===== src/rtl/mem_port_arbiter.sv =====
// mem_port_arbiter: shares one memory port between fetch and data stages with a watchdog; define ARB_RR_EN for round-robin on collisions
module mem_port_arbiter #(
  parameter int AW = 32,
  parameter int DW = 32,
  parameter int TIMEOUT = 16,
  parameter int CW = 5
) (
  input  logic          clk,
  input  logic          rst,
  input  logic          if_req,
  input  logic [AW-1:0] if_addr,
  output logic [DW-1:0] if_rdata,
  output logic          if_valid,
  input  logic          dm_req,
  input  logic          dm_we,
  input  logic [AW-1:0] dm_addr,
  input  logic [DW-1:0] dm_wdata,
  output logic [DW-1:0] dm_rdata,
  output logic          dm_valid,
  output logic          mem_en,
  output logic          mem_we,
  output logic [AW-1:0] mem_addr,
  output logic [DW-1:0] mem_wdata,
  input  logic [DW-1:0] mem_rdata,
  input  logic          mem_ack,
  output logic          stall_f,
  output logic          stall_m,
  output logic          err
);
  typedef enum logic [1:0] {IDLE, IF_BUSY, DM_BUSY} state_t;
  state_t state_q, state_d;
  logic [CW-1:0] wd_q, wd_d;
  logic mem_en_q, mem_en_d, mem_we_q, mem_we_d, err_q, err_d;
  logic if_valid_q, if_valid_d, dm_valid_q, dm_valid_d;
  logic [AW-1:0] mem_addr_q, mem_addr_d;
  logic [DW-1:0] mem_wdata_q, mem_wdata_d, if_rdata_q, if_rdata_d, dm_rdata_q, dm_rdata_d;
  logic pick_dm, busy, abort, done;
  logic [DW-1:0] rsp;
  assign stall_f = if_req & ~if_valid_q;
  assign stall_m = dm_req & ~dm_valid_q;
  assign if_rdata = if_rdata_q;
  assign if_valid = if_valid_q;
  assign dm_rdata = dm_rdata_q;
  assign dm_valid = dm_valid_q;
  assign mem_en = mem_en_q;
  assign mem_we = mem_we_q;
  assign mem_addr = mem_addr_q;
  assign mem_wdata = mem_wdata_q;
  assign err = err_q;
`ifdef ARB_RR_EN
  logic last_dm_q, last_dm_d;
  assign pick_dm = stall_m & (~stall_f | ~last_dm_q);
  assign last_dm_d = (state_q == IDLE && (stall_f || stall_m)) ? pick_dm : last_dm_q;
  always_ff @(posedge clk) last_dm_q <= !rst ? 1'b0 : last_dm_d;
`else
  assign pick_dm = stall_m;
`endif
  assign busy = state_q != IDLE;
  assign abort = busy & ~mem_ack & (wd_q == CW'(TIMEOUT - 1));
  assign done = busy & (mem_ack | abort);
  assign rsp = abort ? '0 : mem_rdata;
  always_comb begin
    state_d = state_q;
    wd_d = wd_q;
    mem_en_d = mem_en_q;
    mem_we_d = mem_we_q;
    mem_addr_d = mem_addr_q;
    mem_wdata_d = mem_wdata_q;
    err_d = err_q;
    if_valid_d = 1'b0;
    dm_valid_d = 1'b0;
    if_rdata_d = if_rdata_q;
    dm_rdata_d = dm_rdata_q;
    if (!busy && (stall_f || stall_m)) begin
      state_d = pick_dm ? DM_BUSY : IF_BUSY;
      mem_en_d = 1'b1;
      mem_we_d = pick_dm & dm_we;
      mem_addr_d = pick_dm ? dm_addr : if_addr;
      mem_wdata_d = pick_dm ? dm_wdata : '0;
    end else if (done) begin
      state_d = IDLE;
      mem_en_d = 1'b0;
      wd_d = '0;
      err_d = err_q | abort;
      if_valid_d = state_q == IF_BUSY;
      dm_valid_d = state_q == DM_BUSY;
      if_rdata_d = (state_q == IF_BUSY) ? rsp : if_rdata_q;
      dm_rdata_d = (state_q == DM_BUSY && (abort || !mem_we_q)) ? rsp : dm_rdata_q;
    end else if (busy) begin
      wd_d = wd_q + CW'(1);
    end
  end
  always_ff @(posedge clk) begin
    if (!rst) begin
      state_q <= IDLE;
      wd_q <= '0;
      mem_en_q <= 1'b0;
      mem_we_q <= 1'b0;
      mem_addr_q <= '0;
      mem_wdata_q <= '0;
      err_q <= 1'b0;
      if_valid_q <= 1'b0;
      dm_valid_q <= 1'b0;
      if_rdata_q <= '0;
      dm_rdata_q <= '0;
    end else begin
      state_q <= state_d;
      wd_q <= wd_d;
      mem_en_q <= mem_en_d;
      mem_we_q <= mem_we_d;
      mem_addr_q <= mem_addr_d;
      mem_wdata_q <= mem_wdata_d;
      err_q <= err_d;
      if_valid_q <= if_valid_d;
      dm_valid_q <= dm_valid_d;
      if_rdata_q <= if_rdata_d;
      dm_rdata_q <= dm_rdata_d;
    end
  end
endmodule


===== config.mk =====
export PLATFORM = sky130hd
export DESIGN_NAME = mem_port_arbiter
export DESIGN_NICKNAME = d
export VERILOG_FILES = /design/src/rtl/mem_port_arbiter.sv
export SDC_FILE = /design/constraint.sdc
export NUM_CORES = 1
export LEC_CHECK = 0
export CORE_ASPECT_RATIO = 0.9
export CORE_MARGIN = 5
export CORE_UTILIZATION = 41
export DETAILED_ROUTE_END_ITERATION = 6
export PLACE_DENSITY = 0.92
export SETUP_SLACK_MARGIN = 0.02
export SLEW_MARGIN = 20
export SYNTH_ARGS = -nofsm -noshare
export SYNTH_HDL_FRONTEND = slang
export SYNTH_SLANG_ARGS = --single-unit
export TNS_END_PERCENT = 1

===== constraint.sdc =====
create_clock -name clk -period 2.6 [get_ports clk]
set_input_delay 0.39 -clock clk [delete_from_list [all_inputs] [get_ports clk]]
set_output_delay 0.39 -clock clk [all_outputs]
set_load 0.01 [all_outputs]

After elaboration in Yosys (flattened, before gate mapping)
Cells that the tools add are included.
Word-level totals
  output and inout port bits: 135
  word-level logic and storage cells: 53
  input bits: 134
  register bits after elaboration: 140
Cells by class
  bitwise operators: 14
  add/subtract/negate cells: 1
  reductions and logical operators: 14
  multiplexer cells: 10
  equality and inequality tests: 3
Operators with widths (count)
  2-to-1 mux 32 bit: 3
  2-to-1 mux 5 bit: 2
  AND 1 bit: 6
  2-to-1 mux 2 bit: 3
  inverter 1 bit: 6
  AND reduction 3 bit: 2
  nonzero test 2 bit: 3
  adder 5 x 1 -> 5 bit, second input constant: 1
  == test 5 x 4 -> 1 bit, second input constant: 1
  AND reduction 2 bit: 2
  OR reduction 3 bit: 1
  == test 2 x 1 -> 1 bit, second input constant: 1
  == test 2 bit, second input constant: 1
  logical AND 1 bit: 2
  logical NOT 1 bit: 2
  logical OR 1 bit: 2
  2-to-1 mux 1 bit: 2
  bitwise OR 1 bit: 2

Longest topological paths before layout
  word-level depth: 7
  gate-level depth with buffers: 9
  mapped depth without buffers: 6

Worst setup path after synthesis
Ideal clock, no wire load.
  path type: register to register
  start point: reg wd_q[0]
  end point: reg if_rdata_q[21], in the netlist if_rdata[21]
  clock period less this slack: 1870 ps
  data arrival time: 1810 ps
  setup slack: 730 ps
  stages on the path, launching flop included: 8
  path buffers: 1
  path through: dfxtp_1 ha_1 and3_1 ha_1 nor2_2 o21a_1 buf_1 a22o_1
Between the ends
  longest elaborated chain between the ends: 5
  elaborated cells between the ends (all ways): 6
  classes of those cells: eq/ne: 1; mux: 1; bitwise: 3; reduce/logical: 1
RTL lines
  start: declaration: line 32  | logic [CW-1:0] wd_q, wd_d;
  start signal: assignment: line 108  | wd_q <= wd_d;
  == test 5 x 4 -> 1 bit *: line 59  | assign abort = busy & ~mem_ack & (wd_q == CW'(TIMEOUT - 1));
  AND 1 bit *: line 59
  bitwise OR 1 bit: line 60  | assign done = busy & (mem_ack | abort);
  AND 1 bit: line 60
  AND reduction 3 bit (no source line)
  end signal: assignment: line 116  | if_rdata_q <= if_rdata_d;
  end: declaration: line 36  | logic [DW-1:0] mem_wdata_q, mem_wdata_d, if_rdata_q, if_rdata_d, dm_rdata_q, dm_rdata_d;
Mark *: on every way between the ends. The rest lies on a longest branch, timed or not.
A chain may end at the register's enable or synchronous reset.

Worst setup path after layout
  start point: reg wd_q[0]
  end point: reg dm_rdata_q[4], in the netlist dm_rdata[4]
Between the ends
  longest elaborated chain between the ends: 5
  elaborated cells between the ends (all ways): 8
  classes of those cells: eq/ne: 1; mux: 1; bitwise: 3; reduce/logical: 3
RTL lines
  == test 5 x 4 -> 1 bit *: line 59
  AND 1 bit *: line 59
  bitwise OR 1 bit / logical OR 1 bit (equally long branches): line 60, 88
  AND 1 bit / logical AND 1 bit (equally long branches): line 60, 88
  AND reduction 3 bit (no source line)
  end signal: assignment: line 117  | dm_rdata_q <= dm_rdata_d;
  end: declaration: line 36
Marked as above.

==> out/summary.log <==
INFO  synthesis      largest_family_of_logic_cells_by_synthesized_area=compound AO/OA/AOI/OAI gates
INFO  placed_design  dpl.cell_count=933
INFO  critical_path  crit_arrival=2.55ns
INFO  synthesis      synth_warnings=0
INFO  clocking       cts-hold-fix-buffers=0
INFO  synthesis      synth_adder_area_share=0.00442
INFO  final_layout   post_route_cells_drive_above_1_share=0.0704
INFO  synthesis      synth_top_area_share=0.496
INFO  synthesis      synth-compound-area-share=0.220
INFO  clocking       cts-resized-gates=0
INFO  synthesis      synthMuxAreaShare=0.113
INFO  synthesis      netlist_area=5660squm
INFO  critical_path  path_common_cell=ha_1
INFO  sta            slew_headroom=0.381
INFO  power_and_ir_drop power_leakage=3.46nW
INFO  grt            grt_remaining_overflow=0
INFO  critical_path  critPathLaunchType=flop
INFO  clocking       tritoncts=yes
INFO  route          finalWirelength=17900um
INFO  sta            fin_crit=2.22ns
INFO  clocking       ctsHtreeMaxLevel=4
INFO  critical_path  timing.critical_path.cells=ha_1 > and3_1 > ha_1 > nand2b_1 > a211o_2 > mux2i_1
INFO  floorplanning  fp.dieH=121um
INFO  critical_path  critPathMaxFanout=32
INFO  critical_path  critical_path.n_buffers_inverters=0
INFO  sta            totalNegativeSetupSlack=0ns
INFO  placed_design  io_buffer_count=268
INFO  synthesis      synth_area_leader_cell=dfxtp_1
INFO  clocking       cts_sinks=140
INFO  sta            worst_clk_skew=0.00782ns
INFO  floorplanning  io-pin-count=269
INFO  outcome        outcome=complete, no violations
INFO  power_and_ir_drop p_per_area=641nW/um^2
INFO  final_layout   syn2layout_area_growth=58.6%
INFO  route          vias=5274
INFO  hold_path      timing.hold.worst.class=primary input to flop
INFO  route          routed_wire_length_per_instance=18.6um
INFO  grt            grt.total_usage=0.215
INFO  power_and_ir_drop peakVddDrop=0.430mV
INFO  critical_path  critical_path.slowest_cell=a211o_2
INFO  floorplanning  initial_core_utilization=0.420
INFO  clocking       clk_transition_reported_paths=0.06ns
INFO  synthesis      async_reset_ff_frac=0
INFO  floorplanning  dieWidth=134um
INFO  placed_design  dpl_worst_slack=0.336ns
INFO  synthesis      post_synth_num_cell_types=37
INFO  sta            postLayoutSetupSlackWorst=0.383ns
INFO  sta            maxClockFrequency=0.451GHz
INFO  floorplanning  placement_rows=40
INFO  floorplanning  core=13500squm
INFO  final_layout   final_nets=920
INFO  route          drtAntennaViolNets=0
INFO  sta            max_slew.worst_pin.slew=0.928ns
INFO  sta            drv_slew=0
INFO  clocking       cts_root_buf=clkbuf_16
INFO  synthesis      net_count_after_synthesis=674
INFO  clocking       clk_path_buf_depth=2
INFO  route          viasPerCell=5.47
INFO  placed_design  gp_congestion=0.785
INFO  placed_design  dpl.hpwl=12600um
INFO  critical_path  critical_path_required=2.93ns
INFO  grt            grt_first_pass_wirelength=27900um
INFO  route          drt_first_pass_iters=5
INFO  grt            grt_max_degree=53
INFO  critical_path  setup.worst_path.class=flop to flop
INFO  sta            rsz0062_at_grt=no
INFO  synthesis      ys_seq_elements=140
INFO  job            max_cap_violations=0
INFO  clocking       cts_buffers=17
INFO  route          drt_drc_violations_left=0
INFO  synthesis      synthXorXnorAreaFrac=0
INFO  clocking       post_cts.repair.setup_buffers=0
INFO  final_layout   number_of_standard_cells_in_the_final_layout_excluding_fillers=965
INFO  critical_path  endpoint_kind=flop
INFO  synthesis      synth-simple-area-share=0.108
INFO  floorplanning  dieArea=16200squm
INFO  sta            hold_viol_final=0
INFO  placed_design  placedInstanceArea=8380squm
INFO  synthesis      synth_flop_type=dfxtp_1
INFO  sta            final.period_utilization=0.853
INFO  final_layout   fin_area=8970squm
INFO  synthesis      synthesis.area_per_instance=10.5squm
INFO  critical_path  cpLargestDelayFamily=compound AO/OA/AOI/OAI gates
INFO  synthesis      synth_edf_count=0
INFO  critical_path  cp_slowest_stage_delay=0.75ns
INFO  power_and_ir_drop totalPowerFinal=5.75mW
INFO  grt            grt_pass1_vias=5249
INFO  sta            timing.final.setup_violations=0
INFO  synthesis      post_synth_main_area_contributors=dfxtp_1, mux2i_1, a32o_1
INFO  synthesis      part_of_the_yosys_area_used_for_sequential_elements=0.496
INFO  route          drt_iter0_drc=293
INFO  clocking       worst_skew_pair.late_latency=0.41ns
INFO  synthesis      syn_inst=538
INFO  grt            number_of_antenna_violations_at_the_first_check_in_global_routing=1
[per-layer routing]
metal / vias up / track usage / share of wire
met5: - / 0 / 0
met4: 0 / 0.0829 / 0.019
met3: 28 / 0.102 / 0.11
met2: 221 / 0.335 / 0.47
met1: 2484 / 0.257 / 0.41
li1: 2541 / - / -
[layout by cell type (no fill, tap or decap), types with 5 or more instances in the layout]
cell             count
a21boi_1             5
a22o_1              32
a32o_1              33
buf_4               18
clkbuf_16           17
clkdlybuf4s50_1    267
dfxtp_1            140
mux2i_1             64
nand2_1             69
o211ai_1            33
o221ai_1            32
or3_1               32
[power by group]
group	switching, mW	internal (mW)	total (mW)	leakage, nW
clock	0.900	1.53	2.42	0.282
sequential	0.0719	2.28	2.35	1.14
combinational	0.437	0.541	0.978	2.03
total	1.41	4.34	5.75	3.46
[stage by stage]
stage / utilization / hold WS [ns]
3_5_place_dp: 0.622 / 0.447
4_1_cts: 0.666 / 0.347
6_report: 0.666 / 0.380
3_3_place_gp: 0.622 / 0.439
5_1_grt: 0.666 / 0.374
2_1_floorplan: - / 0.431
[cell usage after synthesis (2+ instances only)]
cell type,count
buf_6,2
nor2b_1,3
o21ai_1,3
nand2b_1,4
nand3_1,3
a22o_1,32
o221ai_1,32
a32o_1,33
o21a_1,2
nand2_1,69
inv_1,3
nor3_1,2
buf_4,2
buf_12,3
dfxtp_1,140
buf_1,3
clkbuf_1,25
ha_1,2
buf_2,23
nor2_1,3
nor2_2,2
mux2i_1,64
or3_1,32
o211ai_1,33
nand3b_1,2
a21boi_1,5
[final cells by class]
type                            count  area (sq um)
Tap cell                          168           210
Sequential cell                   140          2800
Inverter                            4          15.0
Clock inverter                     11           145
Fill cell                         996          4490
Multi-Input combinational cell    336          2540
Timing Repair Buffer              285          2810
Clock buffer                       20           447
Antenna cell                        1          2.50
[cells by family (layout without fill, tap and decap cells)]
group	count (synthesis)	in the layout
AO/OA/AOI/OAI	145	145
flip-flops	140	140
AND/OR/NAND/NOR	125	125
multiplexers	64	64
buffers and inverters	62	320
adder cells (fa/ha/maj)	2	2
other	0	1
[path summary, 6_finish.rpt]
| kind | from | end | slack [ns] | cells after the start |
|---|---|---|---|---|
| worst max-delay path | wd_q[0] | dm_rdata[4] | 0.38 | 6 |
| worst min-delay path | rst | if_valid | 0.38 | 3 |
| worst max register to register | wd_q[0] | dm_rdata[4] | 0.38 | 6 |
| worst min register to register | wd_q[4] | wd_q[4] | 0.45 | 2 |
[sequential cells by signal (all words and copies together) (netlist names)]
name,count
mem_en,1
state_q,2
mem_we,1
if_rdata,32
dm_rdata,32
mem_addr,32
err,1
mem_wdata,32
wd_q,5
dm_valid,1
if_valid,1
[tightest hold or removal path, stage by stage]
cell	delay [ns]
buf_4	0.17
o21ai_1	0.12
nor2_1	0.05
(Power assumes the default switching activity.)
